--- src/rtl/div_arbiter_if.sv ---
// Requester-side bus of div_arbiter: per-requester request and operands in,
// one-hot grant and a tagged quotient/remainder response out.
interface div_arbiter_if #(
  parameter int unsigned N    = 8,
  parameter int unsigned NREQ = 4,
  parameter int unsigned LOGR = 2
);
  logic [NREQ-1:0]   req;
  logic [NREQ*N-1:0] dividend;
  logic [NREQ*N-1:0] divisor;
  logic [NREQ-1:0]   gnt;
  logic              rsp_valid;
  logic [LOGR-1:0]   rsp_id;
  logic [N-1:0]      rsp_q;
  logic [N-1:0]      rsp_r;
  logic              rsp_dz;

  // Requester side
  modport master (
    output req, dividend, divisor,
    input  gnt, rsp_valid, rsp_id, rsp_q, rsp_r, rsp_dz
  );

  // Arbiter side
  modport slave (
    input  req, dividend, divisor,
    output gnt, rsp_valid, rsp_id, rsp_q, rsp_r, rsp_dz
  );
endinterface

--- src/rtl/div_arbiter.sv ---
// Round-robin arbiter/sequencer sharing one 2N-cycle long divider among NREQ
// requesters. Divide-by-zero is answered locally without touching the divider.
module div_arbiter #(
  parameter int unsigned N    = 8,
  parameter int unsigned NREQ = 4,
  parameter int unsigned LOGR = 2
) (
  input  logic         Clock,
  input  logic         Resetn,
  div_arbiter_if.slave bus,
  output logic         busy,
  output logic         div_s,
  output logic         div_LA,
  output logic         div_EB,
  output logic [N-1:0] div_DataA,
  output logic [N-1:0] div_DataB,
  input  logic         div_Done,
  input  logic [N-1:0] div_Q,
  input  logic [N-1:0] div_R
);

  typedef enum logic [1:0] {StIdle, StLoad, StBusy, StResp} state_e;

  state_e            state_q, state_d;
  logic [LOGR-1:0]   ptr_q;
  logic [LOGR-1:0]   id_q;
  logic [NREQ-1:0]   gnt_q;
  logic [N-1:0]      a_q, b_q;
  logic [N-1:0]      quot_q, rem_q;
  logic              dz_q;
  logic              valid_q;

  logic              any_req;
  logic [LOGR-1:0]   win;
  logic [LOGR-1:0]   idx;
  logic [N-1:0]      win_a, win_b;

  // Circular search for the first request above the last winner; the pointer
  // itself is checked last so the previous winner has lowest priority.
  always_comb begin
    any_req = 1'b0;
    win     = ptr_q;
    idx     = '0;
    for (int unsigned i = 1; i <= NREQ; i++) begin
      idx = ptr_q + LOGR'(i);
      if (!any_req && bus.req[idx]) begin
        any_req = 1'b1;
        win     = idx;
      end
    end
  end

  assign win_a = bus.dividend[win*N +: N];
  assign win_b = bus.divisor[win*N +: N];

  // Next state and divider controls decoded straight from the state
  always_comb begin
    state_d = state_q;
    div_s   = 1'b0;
    div_LA  = 1'b0;
    div_EB  = 1'b0;
    case (state_q)
      StIdle: begin
        if (any_req) state_d = (win_b == '0) ? StResp : StLoad;
      end
      StLoad: begin
        div_s   = 1'b1;
        div_LA  = 1'b1;
        div_EB  = 1'b1;
        state_d = StBusy;
      end
      StBusy: begin
        div_s = 1'b1;
        if (div_Done) state_d = StResp;
      end
      StResp:  state_d = StIdle;
      default: state_d = StIdle;
    endcase
  end

  // State, grant, operand and result registers
  always_ff @(posedge Clock or negedge Resetn) begin
    if (!Resetn) begin
      state_q <= StIdle;
      ptr_q   <= LOGR'(NREQ - 1);
      id_q    <= '0;
      gnt_q   <= '0;
      a_q     <= '0;
      b_q     <= '0;
      quot_q  <= '0;
      rem_q   <= '0;
      dz_q    <= 1'b0;
      valid_q <= 1'b0;
    end else begin
      state_q <= state_d;
      valid_q <= (state_d == StResp);
      case (state_q)
        StIdle: begin
          if (any_req) begin
            ptr_q <= win;
            id_q  <= win;
            a_q   <= win_a;
            b_q   <= win_b;
            gnt_q <= {{(NREQ-1){1'b0}}, 1'b1} << win;
            if (win_b == '0) begin
              quot_q <= '1;
              rem_q  <= win_a;
              dz_q   <= 1'b1;
            end
          end
        end
        StBusy: begin
          if (div_Done) begin
            quot_q <= div_Q;
            rem_q  <= div_R;
            dz_q   <= 1'b0;
          end
        end
        StResp:  gnt_q <= '0;
        default: ;
      endcase
    end
  end

  assign busy          = (state_q != StIdle);
  assign div_DataA     = a_q;
  assign div_DataB     = b_q;
  assign bus.gnt       = gnt_q;
  assign bus.rsp_valid = valid_q;
  assign bus.rsp_id    = id_q;
  assign bus.rsp_q     = quot_q;
  assign bus.rsp_r     = rem_q;
  assign bus.rsp_dz    = dz_q;

endmodule

--- src/flat_wrapper.sv ---
// flat-port wrapper written by rule: the top's interface ports become plain ports
module div_arbiter_flat 
#(
  parameter int unsigned N    = 8,
  parameter int unsigned NREQ = 4,
  parameter int unsigned LOGR = 2
)
  (Clock, Resetn, busy, div_s, div_LA, div_EB, div_DataA, div_DataB, div_Done, div_Q, div_R, bus_req, bus_dividend, bus_divisor, bus_gnt, bus_rsp_valid, bus_rsp_id, bus_rsp_q, bus_rsp_r, bus_rsp_dz);
  div_arbiter_if #(.N(N), .NREQ(NREQ), .LOGR(LOGR)) bus_i ();
  input  logic Clock;
  input  logic Resetn;
  output logic busy;
  output logic div_s;
  output logic div_LA;
  output logic div_EB;
  output logic [N-1:0] div_DataA;
  output logic [N-1:0] div_DataB;
  input  logic div_Done;
  input  logic [N-1:0] div_Q;
  input  logic [N-1:0] div_R;
  input wire logic [$bits(bus_i.req)-1:0] bus_req;
  input wire logic [$bits(bus_i.dividend)-1:0] bus_dividend;
  input wire logic [$bits(bus_i.divisor)-1:0] bus_divisor;
  output wire logic [$bits(bus_i.gnt)-1:0] bus_gnt;
  output wire logic [$bits(bus_i.rsp_valid)-1:0] bus_rsp_valid;
  output wire logic [$bits(bus_i.rsp_id)-1:0] bus_rsp_id;
  output wire logic [$bits(bus_i.rsp_q)-1:0] bus_rsp_q;
  output wire logic [$bits(bus_i.rsp_r)-1:0] bus_rsp_r;
  output wire logic [$bits(bus_i.rsp_dz)-1:0] bus_rsp_dz;
  assign bus_i.req = bus_req;
  assign bus_i.dividend = bus_dividend;
  assign bus_i.divisor = bus_divisor;
  assign bus_gnt = bus_i.gnt;
  assign bus_rsp_valid = bus_i.rsp_valid;
  assign bus_rsp_id = bus_i.rsp_id;
  assign bus_rsp_q = bus_i.rsp_q;
  assign bus_rsp_r = bus_i.rsp_r;
  assign bus_rsp_dz = bus_i.rsp_dz;
  div_arbiter #(.N(N), .NREQ(NREQ), .LOGR(LOGR)) u_core (.Clock(Clock), .Resetn(Resetn), .bus(bus_i), .busy(busy), .div_s(div_s), .div_LA(div_LA), .div_EB(div_EB), .div_DataA(div_DataA), .div_DataB(div_DataB), .div_Done(div_Done), .div_Q(div_Q), .div_R(div_R));
endmodule
--- config.mk ---
export PLATFORM = sky130hd
export DESIGN_NAME = div_arbiter_flat
export DESIGN_NICKNAME = d
export VERILOG_FILES = /design/src/rtl/div_arbiter_if.sv /design/src/rtl/div_arbiter.sv /design/src/flat_wrapper.sv
export SDC_FILE = /design/constraint.sdc
export NUM_CORES = 1
export LEC_CHECK = 0
export ABC_AREA = 1
export CAP_MARGIN = 20
export CORE_MARGIN = 3
export CORE_UTILIZATION = 38
export DETAILED_ROUTE_END_ITERATION = 6
export GPL_ROUTABILITY_DRIVEN = 0
export HOLD_SLACK_MARGIN = 0.02
export PLACE_DENSITY = 0.8
export SLEW_MARGIN = 20
export SYNTH_ARGS = -nofsm -noshare
export SYNTH_HDL_FRONTEND = slang
export SYNTH_SLANG_ARGS = --single-unit
--- constraint.sdc ---
create_clock -name Clock -period 2.6 [get_ports Clock]
set_input_delay 0.52 -clock Clock [delete_from_list [all_inputs] [get_ports Clock]]
set_output_delay 0.52 -clock Clock [all_outputs]
set_load 0.05 [all_outputs]
# ---- After elaboration in Yosys (flattened, before gate mapping)
# Cells that the tools add are included.
dict set report totals {
  in_bits 87
  register_bits 44
  output_inout_bits 44
  elab_cells 78
}
dict set report op_classes {
  n_eq_ne 7
  shifts 3
  reduce_logical 15
  order_cmp 4
  add_sub_neg 3
  muxes 36
}
# cell n
set ops {}
lappend ops {{$shiftx A32 B6 Y8} 2}
lappend ops {{$mux W8} 6}
lappend ops {{$pmux W8 S2} 2}
lappend ops {{$mux W2} 7}
lappend ops {{$mux W1} 13}
lappend ops {{$lt A2 B3 Y1 const B} 4}
lappend ops {{$bmux W1 S2} 4}
lappend ops {{$logic_not A8 Y1} 1}
lappend ops {{$pmux W2 S4} 1}
lappend ops {{$pmux W4 S2} 1}
lappend ops {{$eq A2 B2 Y1 const B} 3}
lappend ops {{$reduce_bool A2 Y1} 3}
lappend ops {{$add A2 B2 Y2 const B} 2}
lappend ops {{$mux W4} 1}
lappend ops {{$ne A2 B1 Y1 const B} 2}
lappend ops {{$reduce_and A2 Y1} 2}
lappend ops {{$reduce_and A4 Y1} 1}
lappend ops {{$shl A1 B2 Y4 const A} 1}
lappend ops {{$logic_and A1 B1 Y1} 3}
lappend ops {{$logic_not A1 Y1} 3}
lappend ops {{$add A2 B1 Y2 const B} 1}
lappend ops {{$eq A2 B1 Y1 const B} 1}
lappend ops {{$logic_not A2 Y1} 1}
lappend ops {{$ne A2 B2 Y1 const B} 1}
lappend ops {{2 further kinds} 2}

# ---- Logic depth before layout (Yosys ltp)
dict set report logic_depth {
  depth_word 19
  mapped_depth 22
  ltp_nobuf 20
}

# ---- Worst setup path after synthesis
# No wires, ideal clock.
dict set report synth_timing {
  path_kind {reg-to-reg}
  start {reg u_core.ptr_q[0]}
  end {reg u_core.dz_q, in the netlist u_core.bus.rsp_dz}
  setup_time_ns 0.119
  arrival_ns 2.347
  period_less_slack_ns 2.466
  stages_incl_launch_ff 23
  t_required_ns 2.481
  path_slack_ns 0.134
  path_cell_list {dfstp_2 buf_6 nand2_2 nand2_2 nand2_1 nand2_2 nand2_4 nand2_4 nand2_4 nand2_4 buf_8 inv_4 nand2_1 nand2_1 nand2_1 nand2_1 nor2_1 nand2_1 o21ai_4 nand2_4 buf_6 nand2_1 nand2_1}
}
dict set report synth_between {
  elab_chain_cells 17
}
# element line_no
set synth_rtl {}
lappend synth_rtl {{start, declared} div_arbiter.sv:25} ;# logic [LOGR-1:0] ptr_q;
lappend synth_rtl {{start signal, assigned} div_arbiter.sv:85} ;# ptr_q <= LOGR'(NREQ - 1);
lappend synth_rtl {{start signal, assigned} div_arbiter.sv:100} ;# ptr_q <= win;
lappend synth_rtl {{$add A2 B1 Y2} div_arbiter.sv:45} ;# idx = ptr_q + LOGR'(i);
lappend synth_rtl {{$bmux W1 S2} div_arbiter.sv:46} ;# if (!any_req && bus.req[idx]) begin
lappend synth_rtl {{$mux W1 (implied by the code)} div_arbiter.sv:46}
lappend synth_rtl {{$mux W1} div_arbiter.sv:46}
lappend synth_rtl {{$logic_not A1 Y1} div_arbiter.sv:46}
lappend synth_rtl {{$logic_and A1 B1 Y1} div_arbiter.sv:46}
lappend synth_rtl {{$mux W1} div_arbiter.sv:46}
lappend synth_rtl {{$logic_not A1 Y1} div_arbiter.sv:46}
lappend synth_rtl {{$logic_and A1 B1 Y1} div_arbiter.sv:46}
lappend synth_rtl {{$mux W1} div_arbiter.sv:46}
lappend synth_rtl {{$logic_not A1 Y1} div_arbiter.sv:46}
lappend synth_rtl {{$logic_and A1 B1 Y1} div_arbiter.sv:46}
lappend synth_rtl {{$mux W2} div_arbiter.sv:46}
lappend synth_rtl {{$shiftx A32 B6 Y8} div_arbiter.sv:54} ;# assign win_b = bus.divisor[win*N +: N];
lappend synth_rtl {{$logic_not A8 Y1} div_arbiter.sv:105} ;# if (win_b == '0) begin
lappend synth_rtl {{$ne A2 B1 Y1 (no line)} n/a}
lappend synth_rtl {{$reduce_and A4 Y1 (no line) (*)} n/a}
lappend synth_rtl {{end signal, assigned} div_arbiter.sv:92} ;# dz_q <= 1'b0;
lappend synth_rtl {{end signal, assigned} div_arbiter.sv:108} ;# dz_q <= 1'b1;
lappend synth_rtl {{end signal, assigned} div_arbiter.sv:116} ;# dz_q <= 1'b0;
lappend synth_rtl {{end, declared} div_arbiter.sv:30} ;# logic dz_q;
# Mark *: on every way between the ends. The rest lies on a longest branch, timed or not. The select of a mux whose other input is x is not followed.
# A chain may end at the register's enable or synchronous reset.

# ---- Final worst setup path
# Ends and elaborated chain as after synthesis.

==> metrics.md <==
| Metric | Value |
|---|---|
| Class of the worst hold path | in2async |
| Max-slew violation total from the final report | 0 |
| Grt peak-use layer | met2 |
| Cell occurring most often along the worst timing path | sky130_fd_sc_hd__nand2_1 |
| Share of the clock period used by the worst path after layout | 103% |
| Wire per inst | about 15 um |
| Outcome | complete, but fails checks |
| Layout Area Growth over Synthesis | 72.9% |
| Cell count after synthesis | around 420 |
| Worst Path Max Fanout | 19 |
| Estimated wirelength of the detail-placed design | approximately 7300 um |
| Number of port buffers | 130 |
| Cell type with the highest aggregate area in the netlist | sky130_fd_sc_hd__dfrtp_1 |
| Destination of the worst register-to-register timing path | u_core.bus.rsp_dz |
| Number of enable-type register cells in the synthesized netlist | 0 |
| Final std cells w/o fill | ~700 |
| Number of register bits inferred by synthesis | 44 |
| Required arrival time at the worst endpoint | approximately 2.8 ns |
| Met1 global-route usage | around 29% |
| Longest Clk Path Bufs | 2 |
| Number of global-route vias before repair | approximately 3,600 |
| Critical path cell sequence | inv_4, nand2_1, nand2_4, nand2_2, nand2_4, nand2_4, nand3_4, nand2_8, inv_4, nand2_1, nand2_1, nand2_1, nand2_1, nor2_1, nand2_1, o21ai_4, buf_12, nand2_8, nand2_2, nand2_1 |
| Sort of element at the end of the critical path | register |
| Worst path arrival time | 2.87 ns |
| Hold Buf Count CTS | 0 |
| Setup CP Type | reg2reg |
| Mapped Nets | ~520 |
| Slew at the pin closest to its max-slew limit | 0.784 ns |
| Worst skew pair latency | around 0.3 ns |
| Mean instance size in the synthesized netlist | slightly below 7 um^2 |
| Minimum setup slack among reg-to-reg paths | -0.07 ns |
| Antenna viol nets, final | 0 |
| Total number of H-tree levels | 2 |
| Number of max-cap violations | 0 |
| Number of primary I/O pins | 131 |
| Met3 track demand over resource | between 4 and 5% |
| Per-cell via count in the routed design | 5.02 |
| Critical path depth | 20 |
| Global route overflow | 0 |
| Primary FF master, synth | sky130_fd_sc_hd__dfrtp_1 |
| Number of antenna cells inserted | 0 |
| Clock net sink count | 44 |
| Via count | 3,526 |
| Clock tree from TritonCTS | yes |
| Die Span Y | just over 90 um |
| Highest clock frequency the design can meet | between 300 and 400 MHz |
| Iteration-0 DRC count of the detailed router | roughly 240 |
| Crit path max-delay family | simple AND/OR/NAND/NOR gates |
| Pin count of the biggest net entering global routing | 31 |
| Root Buffer | sky130_fd_sc_hd__clkbuf_8 |
| Worst slew slack as a fraction of its limit | between 40% and 50% |
| Final wirelength | between 10,000 and 15,000 um |
| Final setup violation count | 18 |
| Combined area of all synthesized cells | between 2000 and 3000 um^2 |
| Count of cell types in the netlist | 30 |
| Core area | 7330 um^2 |
| Post-layout min period | 2.67 ns |
| Number of standard-cell rows in the floorplan | 31 |
| Worst Setup Start Kind | register |
| Number of buffers created by CTS | 5 |
| Critical Path Sink | u_core.bus.rsp_dz |
| Post-route DRC violation count | 0 |
| Seq/Total Area, Yosys | between 30% and 40% |
| Violations in the final reports | negative setup slack |
| Clock transition at the registers of the reported paths | ~0.090 ns |
| Number of hold-slack violations in the final timing report | 0 |
| Synth Warn # | 0 |
| Number of antenna violations at the first check in global routing | 0 |
| Startpoint of the most critical register-to-register path | u_core.ptr_q[0] |
| Fin Clk Skew | 0.00519 ns |
| Horiz. Die Dim | about 93 um |
| Slowest stage cell, crit path | sky130_fd_sc_hd__dfstp_2 |
| Slack of the critical path | -0.0704 ns |
| First-pass GRT wire length | roughly 17,000 um |
| Sum of buffers and inverters on the critical path | 3 |
| Overall global routing resource usage | approximately 24% |
| Global-route met2 utilization | a little over two fifths |
| Ratio of cells with drive above 1 in the final layout | a little under a quarter |
| Area share of the largest cell type after synthesis | about 36% |
| Initial Util | a little under 40% |
| Number of nets in the layout | about 700 |
| Number of iterations in the first detailed-routing pass | 5 |
| Beginning of the critical path | u_core.ptr_q[0] |
| Largest stage delay, worst path | roughly 0.61 ns |
| Top-count cell post-synth | sky130_fd_sc_hd__nand2_1 |
| Placed Instances | 670 |
| Proportion of synthesized flip-flops having asynchronous set or reset | 100% |
| R2R depth | 20 |
| Setup repair after global routing missed its margin | yes |
| Die Outline Area | around 8700 um^2 |
| Filler cells | approximately 550 |
| Leading cell types by total area after synthesis | sky130_fd_sc_hd__dfrtp_1 36%, sky130_fd_sc_hd__nand2_1 26%, sky130_fd_sc_hd__nand3_1 8.5% |
| Leading post-synthesis cells by instance count | 204 x sky130_fd_sc_hd__nand2_1, 49 x sky130_fd_sc_hd__nand3_1, 42 x sky130_fd_sc_hd__dfrtp_1 |
## state kept, by name, summed over array words and instances, names as in the netlist
signal,cells
u_core.bus.rsp_q,8
u_core.div_DataA,8
u_core.bus.gnt,4
u_core.div_DataB,8
u_core.ptr_q,2
u_core.bus.rsp_id,2
u_core.bus.rsp_valid,1
u_core.bus.rsp_dz,1
u_core.bus.rsp_r,8
u_core.state_q,2
## stage by stage
stage | instance area (um^2) | util, % | worst slack [ns] | hold WS [ns] | TNS (ns)
finish | 5010 | 68.4 | -0.0704 | 0.0908 | -0.816
global route | 5010 | 68.4 | -0.214 | 0.109 | -3.90
CTS | 4950 | 67.5 | -0.00771 | 0.107 | -0.0146
detailed placement | 4470 | 61.0 | -0.448 | 0.431 | -9.55
global placement | 4470 | 61.0 | -0.345 | 0.425 | -7.02
floorplan | 2900 | - | 0.134 | 0.224 | 0
## final cells by class
class | instances | area [um^2] | share of cell area, %
sequential | 44 | 1100 | 22.0
timing repair buffer | 187 | 1780 | 35.6
tap | 99 | 124 | 2.47
clock inverter | 2 | 35.0 | 0.699
clock buffer | 6 | 72.6 | 1.45
multi-input combinational | 340 | 1790 | 35.7
inverter | 24 | 103 | 2.05
## what timing repair did
item                       in CTS  in global routing
buffers inserted               18                  0
setup endpoints to repair      21                 26
cloned                          6                  0
gates resized for setup        52                 16
pin swaps                      38                  8
## cells by family after synthesis
group / share of synthesized area, %
simple gates: 47.3
flops: 38.1
buf+inv: 7.34
compound gates: 5.09
fa+ha+maj: 2.16
## layer usage
layer	wire length (um)	vias to the layer above
li1	-	1706
met1	4200	1636
met2	5320	149
met3	674	35
met4	313	0
met5	0	-
## placed cells by master, fill, tap and decap left out, types with 2 or more instances in the layout
cell,count
sky130_fd_sc_hd__nand4_1,8
sky130_fd_sc_hd__ha_1,5
sky130_fd_sc_hd__clkdlybuf4s50_1,124
sky130_fd_sc_hd__dfstp_2,2
sky130_fd_sc_hd__inv_4,3
sky130_fd_sc_hd__o32ai_1,4
sky130_fd_sc_hd__nand2_8,4
sky130_fd_sc_hd__nand2_1,182
sky130_fd_sc_hd__nand2_4,11
sky130_fd_sc_hd__clkbuf_8,5
sky130_fd_sc_hd__o21ai_0,4
sky130_fd_sc_hd__buf_4,48
sky130_fd_sc_hd__buf_12,3
sky130_fd_sc_hd__nand3_2,6
sky130_fd_sc_hd__nand2_2,28
sky130_fd_sc_hd__dlygate4sd2_1,4
sky130_fd_sc_hd__nor2_2,4
sky130_fd_sc_hd__dfrtp_1,42
sky130_fd_sc_hd__nor3_1,2
sky130_fd_sc_hd__nor2_1,14
sky130_fd_sc_hd__inv_1,18
sky130_fd_sc_hd__buf_6,6
sky130_fd_sc_hd__a31oi_1,8
sky130_fd_sc_hd__or2_2,8
sky130_fd_sc_hd__nand3_1,43
sky130_fd_sc_hd__nor2_4,2
sky130_fd_sc_hd__o21ai_4,2
## worst min-delay path by stage
stage	to	from	slack, ns	depth (start not counted)
after floorplan	u_core.bus.gnt[0]	Resetn	0.22	0
after global placement	u_core.bus.rsp_q[3]	Resetn	0.43	1
after detailed placement	u_core.bus.rsp_q[7]	Resetn	0.43	1
after CTS	u_core.bus.rsp_q[7]	Resetn	0.11	1
after global routing	u_core.bus.rsp_q[3]	Resetn	0.11	1
final	u_core.bus.rsp_q[7]	Resetn	0.09	1
Power is left out: the tool's default activity adds up to more than one toggle a clock period on the data nets, which glitch-free logic cannot reach.
